### src/rtl/hex_scan_driver.sv
// Eight-digit multiplexed seven-segment scanner with a blanking window at the
// start of each digit slot and frame-synchronous, tear-free display updates.
module hex_scan_driver #(
    parameter int DIV   = 100000,
    parameter int BLANK = 1000
) (
    input  logic        clk,
    input  logic        rst,
    input  logic [31:0] data_i,
    input  logic [7:0]  en_i,
    input  logic        load_i,
    output logic [6:0]  hex,
    output logic [7:0]  AN,
    output logic        frame_o
);

    localparam int             CW      = $clog2(DIV);
    localparam logic [CW-1:0]  CNT_MAX = CW'(DIV - 1);

    logic [CW-1:0] r_cnt;
    logic [2:0]    r_idx;
    logic          r_pend;
    logic [31:0]   r_pend_data;
    logic [7:0]    r_pend_en;
    logic [31:0]   r_disp_data;
    logic [7:0]    r_disp_en;
    logic [7:0]    r_an;
    logic [6:0]    r_hex;
    logic          r_frame;

    logic          w_tc;
    logic          w_frame;
    logic          w_blank;
    logic          w_digit_on;
    logic [3:0]    w_nib [8];
    logic [3:0]    w_nibble;
    logic [6:0]    w_seg;
    logic [7:0]    w_an_next;

    assign w_tc    = (r_cnt == CNT_MAX);
    assign w_frame = w_tc && (r_idx == 3'd7);

    // A zero-length blanking window must never compare against zero.
    generate
        if (BLANK == 0) begin : g_no_blank
            assign w_blank = 1'b0;
        end else begin : g_blank
            assign w_blank = (r_cnt < CW'(BLANK));
        end
    endgenerate

    assign w_digit_on = !w_blank && r_disp_en[r_idx];

    generate
        for (genvar gi = 0; gi < 8; gi++) begin : g_digit
            assign w_nib[gi]     = r_disp_data[4*gi +: 4];
            assign w_an_next[gi] = ~(w_digit_on && (r_idx == 3'(gi)));
        end
    endgenerate

    assign w_nibble = w_nib[r_idx];

    function automatic logic [6:0] seg7(input logic [3:0] nib);
        logic [6:0] code;
        code = 7'h7F;
        case (nib)
            4'h0: code = 7'h40;
            4'h1: code = 7'h79;
            4'h2: code = 7'h24;
            4'h3: code = 7'h30;
            4'h4: code = 7'h19;
            4'h5: code = 7'h12;
            4'h6: code = 7'h02;
            4'h7: code = 7'h78;
            4'h8: code = 7'h00;
            4'h9: code = 7'h10;
            4'hA: code = 7'h08;
            4'hB: code = 7'h03;
            4'hC: code = 7'h46;
            4'hD: code = 7'h21;
            4'hE: code = 7'h06;
            4'hF: code = 7'h0E;
            default: code = 7'h7F;
        endcase
        return code;
    endfunction

    assign w_seg = seg7(w_nibble);

    always_ff @(posedge clk or posedge rst) begin
        if (rst) begin
            r_cnt <= '0;
            r_idx <= 3'd0;
        end else if (w_tc) begin
            r_cnt <= '0;
            r_idx <= r_idx + 3'd1;
        end else begin
            r_cnt <= r_cnt + 1'b1;
        end
    end

    // Display contents change only at the frame boundary; a load landing on
    // the boundary bypasses the pending stage and wins over older pending data.
    always_ff @(posedge clk or posedge rst) begin
        if (rst) begin
            r_pend      <= 1'b0;
            r_pend_data <= 32'h0;
            r_pend_en   <= 8'h00;
            r_disp_data <= 32'h0;
            r_disp_en   <= 8'h00;
        end else if (w_frame) begin
            r_pend <= 1'b0;
            if (load_i) begin
                r_disp_data <= data_i;
                r_disp_en   <= en_i;
            end else if (r_pend) begin
                r_disp_data <= r_pend_data;
                r_disp_en   <= r_pend_en;
            end
        end else if (load_i) begin
            r_pend      <= 1'b1;
            r_pend_data <= data_i;
            r_pend_en   <= en_i;
        end
    end

    always_ff @(posedge clk or posedge rst) begin
        if (rst) begin
            r_an    <= 8'hFF;
            r_hex   <= 7'h7F;
            r_frame <= 1'b0;
        end else begin
            r_an    <= w_an_next;
            r_hex   <= w_digit_on ? w_seg : 7'h7F;
            r_frame <= w_frame;
        end
    end

    assign AN      = r_an;
    assign hex     = r_hex;
    assign frame_o = r_frame;

endmodule

### config.mk
export PLATFORM = sky130hd
export DESIGN_NAME = hex_scan_driver
export DESIGN_NICKNAME = d
export VERILOG_FILES = /design/src/rtl/hex_scan_driver.sv
export SDC_FILE = /design/constraint.sdc
export NUM_CORES = 1
export LEC_CHECK = 0
export CAP_MARGIN = 10
export CORE_AREA = 5 5 106 108
export CTS_CLUSTER_DIAMETER = 30
export DETAILED_ROUTE_END_ITERATION = 8
export DIE_AREA = 0 0 111 113
export PLACE_DENSITY = 0.78
export SLEW_MARGIN = 25
export SYNTH_ARGS = -nofsm -noshare
export SYNTH_HDL_FRONTEND = slang
export SYNTH_SLANG_ARGS = --single-unit
### constraint.sdc
create_clock -name clk -period 4.5 [get_ports clk]
set_clock_uncertainty 0.15 [all_clocks]
set_input_delay 0.675 -clock clk [delete_from_list [all_inputs] [get_ports clk]]
set_output_delay 0.675 -clock clk [all_outputs]
set_load 0.02 [all_outputs]
==> results of run 1 <==
[final timing paths]
check	start	endpoint	slack, ns	cells past startpoint
setup / recovery	r_cnt[0]	r_disp_data[4]	1.68	7
hold / removal	r_disp_data[5]	r_disp_data[5]	0.33	2
setup reg to reg	r_cnt[0]	r_disp_data[4]	1.68	7
hold reg to reg	r_disp_data[5]	r_disp_data[5]	0.33	2
max in group asynchronous	rst	hex[0]	2.86	3
min in group asynchronous	rst	r_pend_data[31]	0.49	2
[cells in the final DEF, fill, tap and decap left out, types with 2 or more instances in the layout]
master,netlist,final
or3_1,2,2
mux2i_1,46,45
xor2_1,6,6
o211ai_1,6,6
bufinv_16,0,3
dfrtp_1,102,102
clkdlybuf4s50_1,0,57
ha_1,12,12
buf_4,2,5
clkinvlp_4,0,7
dfstp_2,15,15
mux4_2,10,10
mux2_2,4,4
nand2_1,61,61
nand3_1,8,8
nand4_1,3,3
xnor2_1,8,8
nand2b_1,2,2
o21ai_0,4,4
nor2_1,13,13
nor2b_1,2,2
clkbuf_16,0,16
mux2_4,40,40
and3_1,5,5
o21ai_1,41,41
inv_1,7,6
inv_6,0,2
a21oi_1,3,3
clkinv_4,0,3
nor4_1,2,2
[worst register-to-register path, cell delays in order, from the launching register on]
cell,delay (ns)
dfrtp_1,0.39
ha_1,0.24
nand4_1,0.29
nor4_4,0.82
nand3b_2,0.12
buf_4,0.37
nand2_1,0.21
o21ai_1,0.08
[stage by stage]
step	cell area (µm²)	util (%)	hold WS, ns
global placement	6200	61.2	0.316
floorplan	5590	-	0.300
global route	6810	67.1	0.358
finish	6810	67.1	0.332
CTS	6800	67.1	0.341
detailed placement	6200	61.2	0.326
[power breakdown]
group / total (µW) / internal [µW] / leakage, µW / switching [µW]
clock network: 1340 / 844 / 0.000269 / 492
logic: 182 / 108 / 0.00133 / 74.1
registers: 1110 / 1090 / 0.00147 / 20.1
total: 2630 / 2040 / 0.00307 / 586
[cell families (layout without fill, tap and decap cells)]
family | after synthesis | after routing | synth area share (%)
buf+inv | 30 | 102 | 3.65
mux | 100 | 100 | 23.8
fa+ha+maj | 12 | 12 | 2.68
simple gates | 108 | 108 | 9.46
xor+xnor | 14 | 14 | 2.19
compound gates | 57 | 57 | 5.55
flops | 117 | 117 | 52.7
[layer usage]
layer	wire [µm]	GRT usage, %
met1	4590	23.1
met2	5300	29.6
met3	444	6.26
met4	143	5.75
met5	0	0
[layout make-up]
cell class	count	area, µm²
clock inverter	15	183
multi-input combinational	291	2450
sequential	117	2950
clock buffer	17	414
fill	726	3330
tap	136	170
timing repair buffer	63	613
inverter	7	31.3
[registers in the layout (all words and copies together), names as in the netlist]
signal / flops
frame_o: 1
AN: 8
r_pend: 1
r_pend_en: 8
r_disp_en: 8
r_idx: 3
r_disp_data: 32
hex: 7
r_cnt: 17
r_pend_data: 32
==> flow_summary_export.csv, run 1 <==
group,metric,value,unit
route,drc,0,
setup_path,cp.arrival,3.04,ns
setup_path,crit_type,"flop to flop",
timing,fin_setup_tns,0,ns
setup_path,crit_path_start_kind,"flop",
floorplanning,num_rows,37,
clock_network,cts_tree,"done",
clock_network,htree_levels,4,
timing,min_period,2.82,ns
place,io_buffer_count,58,
timing,fin_crit_sh,62.7,%
clock_network,cts_max_path_buffers,2,
route,wire_per_inst,16.2,µm
timing,hold_violations,0,
logic_synthesis,yosysWarnings,0,
logic_synthesis,yosysTopAreaCellShare,45.6,%
logic_synthesis,ys_top_cells_by_count,"dfrtp_1 (102), nand2_1 (61), mux2i_1 (46)",
logic_synthesis,syn_nets,493,
route,dr.first_iter.drc_count,149,
logic_synthesis,synth_area_leaders,"dfrtp_1 (46%), mux2_4 (11%), mux2i_1 (8.2%)",
route,vias,3511,
floorplanning,start_util,55.2,%
grt,grt_pass1_wl,18300,µm
power_and_ir_drop,finalPower,2630,µW
setup_path,end_kind,"flop",
clock_network,cts.repair.resized,0,
place,place.gp.congestion,0.815,
route,ant_nets,0,
floorplanning,die_w,111,µm
timing,slew_headroom,44.5,%
power_and_ir_drop,power_density,386,nW/µm²
grt,antenna_found_initial,0,
place,dp_hpwl,6960,µm
logic_synthesis,yosysMostFrequentCell,"dfrtp_1",
final_layout,area.growth.synth_to_final,21.7,%
logic_synthesis,avgSynthCellArea,12.8,µm²
setup_path,path_cells,"ha_1 > nand4_1 > nor4_4 > nand3b_2 > buf_4 > nand2_1 > o21ai_1",
grt,grt_max_degree,81,
final_layout,fin_cells,646,
clock_network,ctsHoldBuffers,0,
status,status,"complete, no violations",
final_layout,num_antenna_cells,0,
flow_run,cap_violations,0,
clock_network,root_buffer,"clkbuf_8",
logic_synthesis,netlist_instances,438,
final_layout,final_nets,552,
timing,grt_setup_unrepaired,"false",
route,viasPerCell,5.43,
clock_network,numCtsBuffers,17,
final_layout,drive_above_1_share,22.9,%
place,dp.cells,614,
clock_network,clk_pin_slew,0.06,ns
setup_path,crit_family,"simple AND/OR/NAND/NOR gates",
timing,finalSetupViolCount,0,
logic_synthesis,yosys_register_bits,117,
route,first_pass_iters,4,
setup_path,slowest_stage,"nor4_4",
floorplanning,fp.dieH,113,µm
floorplanning,io_pins,59,
logic_synthesis,synth_area,5590,µm²
floorplanning,die-area,12500,µm²
power_and_ir_drop,vdd_ir_drop_max,0.000324,V
logic_synthesis,ys.flop_type,"dfrtp_1",
setup_path,slowest_delay,0.82,ns
timing,post-route-worst-setup-slack,1.68,ns
setup_path,cp.required,4.72,ns
logic_synthesis,synth_top_area_cell,"dfrtp_1",
timing,tightest_slew,0.826,ns
logic_synthesis,ys_types,41,
power_and_ir_drop,leakage,0.00307,µW
grt,gr-total-overflow,0,
logic_synthesis,seq_area_frac_synth,52.7,%
clock_network,clock-sinks,117,
place,dp_slack,1.48,ns
setup_path,path_max_fanout,80,
grt,first_global_vias,3696,
timing,maxSlewViolCount,0,
floorplanning,core_area,10100,µm²
clock_network,cts_setup_buffers,0,
clock_network,worst_skew_pair.late_latency,0.52,ns
logic_synthesis,synth_edf_count,0,
worst_hold_path,hp-class,"flop to flop",
setup_path,path_buf_inv,1,
route,drt-total-wl,10500,µm
logic_synthesis,async_reset_ff_share,100,%
timing,fmaxAchievable,355,MHz
grt,track_usage,18.2,%
No activity file was read; power rests on OpenSTA's default activity.
==> run 2, diff against run 1 <==
==> constraint.sdc (replaced) <==
create_clock -name clk -period 2.7 [get_ports clk]
set_clock_uncertainty 0.15 [all_clocks]
set_input_delay 0.405 -clock clk [delete_from_list [all_inputs] [get_ports clk]]
set_output_delay 0.405 -clock clk [all_outputs]
set_load 0.02 [all_outputs]
==> flow_summary_export.csv, run 2 (synthesis gave the netlist of run 1 again) <==
group,metric,value,unit
setup_path,path_max_fanout,9,
timing,fin_setup_tns,0,ns
route,drc,0,
power_and_ir_drop,seq_power_share,44.7,%
worst_hold_path,hp-class,"primary input to asynchronous set/reset pin",
clock_network,worst_skew_pair.late_latency,0.52,ns
final_layout,fillCellCount,711,
clock_network,clock-sinks,117,
final_layout,area.growth.synth_to_final,21.8,%
floorplanning,io_pins,59,
status,status,"complete, no violations",
route,drt-total-wl,10900,µm
route,dr.first_iter.drc_count,139,
grt,track_usage,18.6,%
place,io_buffer_count,58,
floorplanning,die_w,111,µm
grt,gr-total-overflow,0,
final_layout,final_nets,556,
final_layout,multiInputGateArea,2440,µm²
floorplanning,fp.dieH,113,µm
setup_path,cp.arrival,2.82,ns
timing,min_period,2.54,ns
setup_path,worst-r2r-cell-count,6,
floorplanning,core_area,10100,µm²
floorplanning,start_util,55.2,%
grt,first_global_vias,3776,
power_and_ir_drop,p_int,3260,µW
power_and_ir_drop,power_switching_share,21.3,%
timing,slew_headroom,59.5,%
timing,fin_crit_sh,94.0,%
setup_path,crit_type,"flop to flop",
power_and_ir_drop,vdd_ir_drop_max,0.000326,V
place,dp_slack,0.160,ns
setup_path,slowest_stage,"dfrtp_1",
power_and_ir_drop,p_switching,883,µW
place,dp_hpwl,7350,µm
power_and_ir_drop,pwr-share-comb,7.5,%
clock_network,htree_levels,4,
clock_network,ctsHoldBuffers,0,
final_layout,reg_top3,"r_disp_data (32), r_pend_data (32), r_cnt (17)",
timing,tightest_slew,0.607,ns
clock_network,numCtsBuffers,17,
final_layout,final_common_cell,"dfrtp_1",
grt,antenna_found_initial,0,
clock_network,cts_setup_buffers,0,
route,viasPerCell,5.41,
final_layout,num_antenna_cells,0,
grt,grt_pass1_wl,18500,µm
power_and_ir_drop,clkPwrFrac,47.8,%
final_layout,most-common-layout-cells,"dfrtp_1 (102), nand2_1 (61), clkdlybuf4s50_1 (57), mux2i_1 (46), o21ai_1 (41)",
timing,finalSetupViolCount,0,
place,place.gp.congestion,0.792,
power_and_ir_drop,leakage,0.00310,µW
grt,grt_max_degree,81,
power_and_ir_drop,power_density,608,nW/µm²
flow_run,cap_violations,0,
setup_path,rrSetupSlack,0.16,ns
route,ant_nets,0,
clock_network,root_buffer,"clkbuf_8",
final_layout,seq_area,2950,µm²
setup_path,r2r-end,"hex[0]",
timing,post-route-worst-setup-slack,0.163,ns
final_layout,drive_above_1_share,22.3,%
route,vias,3504,
clock_network,cts_max_path_buffers,2,
timing,hold_violations,0,
timing,maxSlewViolCount,0,
setup_path,crit_path_start_kind,"flop",
timing,grt_setup_unrepaired,"false",
floorplanning,num_rows,37,
setup_path,r2r-start,"r_idx[0]",
route,first_pass_iters,5,
clock_network,cts_tree,"done",
setup_path,cp.required,2.99,ns
clock_network,clk_pin_slew,0.06,ns
clock_network,cts.repair.resized,0,
route,wire_per_inst,16.8,µm
setup_path,end_kind,"flop",
setup_path,slowest_delay,0.64,ns
place,dpl-instance-area,6280,µm²
floorplanning,die-area,12500,µm²
final_layout,fin_area,6810,µm²
timing,fmaxAchievable,394,MHz
setup_path,path_cells,"mux4_2 > mux2_2 > ha_1 > or3_1 > o21ai_0 > o21ai_1",
==> run 2: cell types whose count changed in the layout (fill, tap and decap cells not counted), sizes merged <==
cell / previous run / this run
inv: 8 / 6
buf: 6 / 10
clkbuf: 17 / 27
clkinvlp: 7 / 2
bufinv: 3 / 0
clkinv: 4 / 2
==> run 2: critical path, delay by kind of cell (launching register included) <==
family	cells	cell delay, ns
compound gates	2	0.19
simple gates	1	0.37
flops	1	0.64
fa+ha+maj	1	0.23
mux	2	0.88
==> run 2: worst max-delay path by stage <==
stage,slack (ns),end,from
final,0.16,hex[0],r_idx[0]
after detailed placement,0.16,hex[0],r_idx[0]
after CTS,0.15,hex[0],r_idx[0]
after floorplan,0.34,hex[0],r_idx[0]
after global routing,0.03,hex[0],r_idx[0]
after global placement,0.21,hex[0],r_idx[0]
==> run 2: routing by layer <==
layer	global-route usage [%]	vias to the layer above	share of wire [%]
met1	23.1	1735	44
met3	5.56	22	4.6
met4	8.21	0	1.9
met2	30.5	83	49
li1	-	1664	-
met5	0	-	0
==> run 2: area by class of cell <==
type	instances	area share [%]
inverters	7	0.441
flip-flops and latches	117	43.3
well taps	136	2.50
repair buffers	67	10.2
clock buffers	27	7.51
multi-input cells	291	35.9
clock inverters	3	0.257
==> run 2: power groups by stage <==
stage	clock (µW)	sequential (µW)	combinational (µW)
floorplan	0	1870	212
detailed placement	0	1880	313
global placement	0	1880	306
global route	2100	1860	335
finish	1980	1850	309
CTS	2020	1850	316
==> run 2: per-stage QoR <==
stage / utilization (%) / cells / hold WS [ns] / power (µW)
6_report: 67.2 / 648 / 0.0815 / 4150
3_3_place_gp: 62.0 / 618 / 0.319 / 2180
5_1_grt: 67.2 / 648 / 0.0915 / 4290
3_5_place_dp: 62.0 / 618 / 0.324 / 2190
4_1_cts: 67.2 / 648 / 0.0711 / 4190
2_1_floorplan: - / 438 / 0.300 / 2080
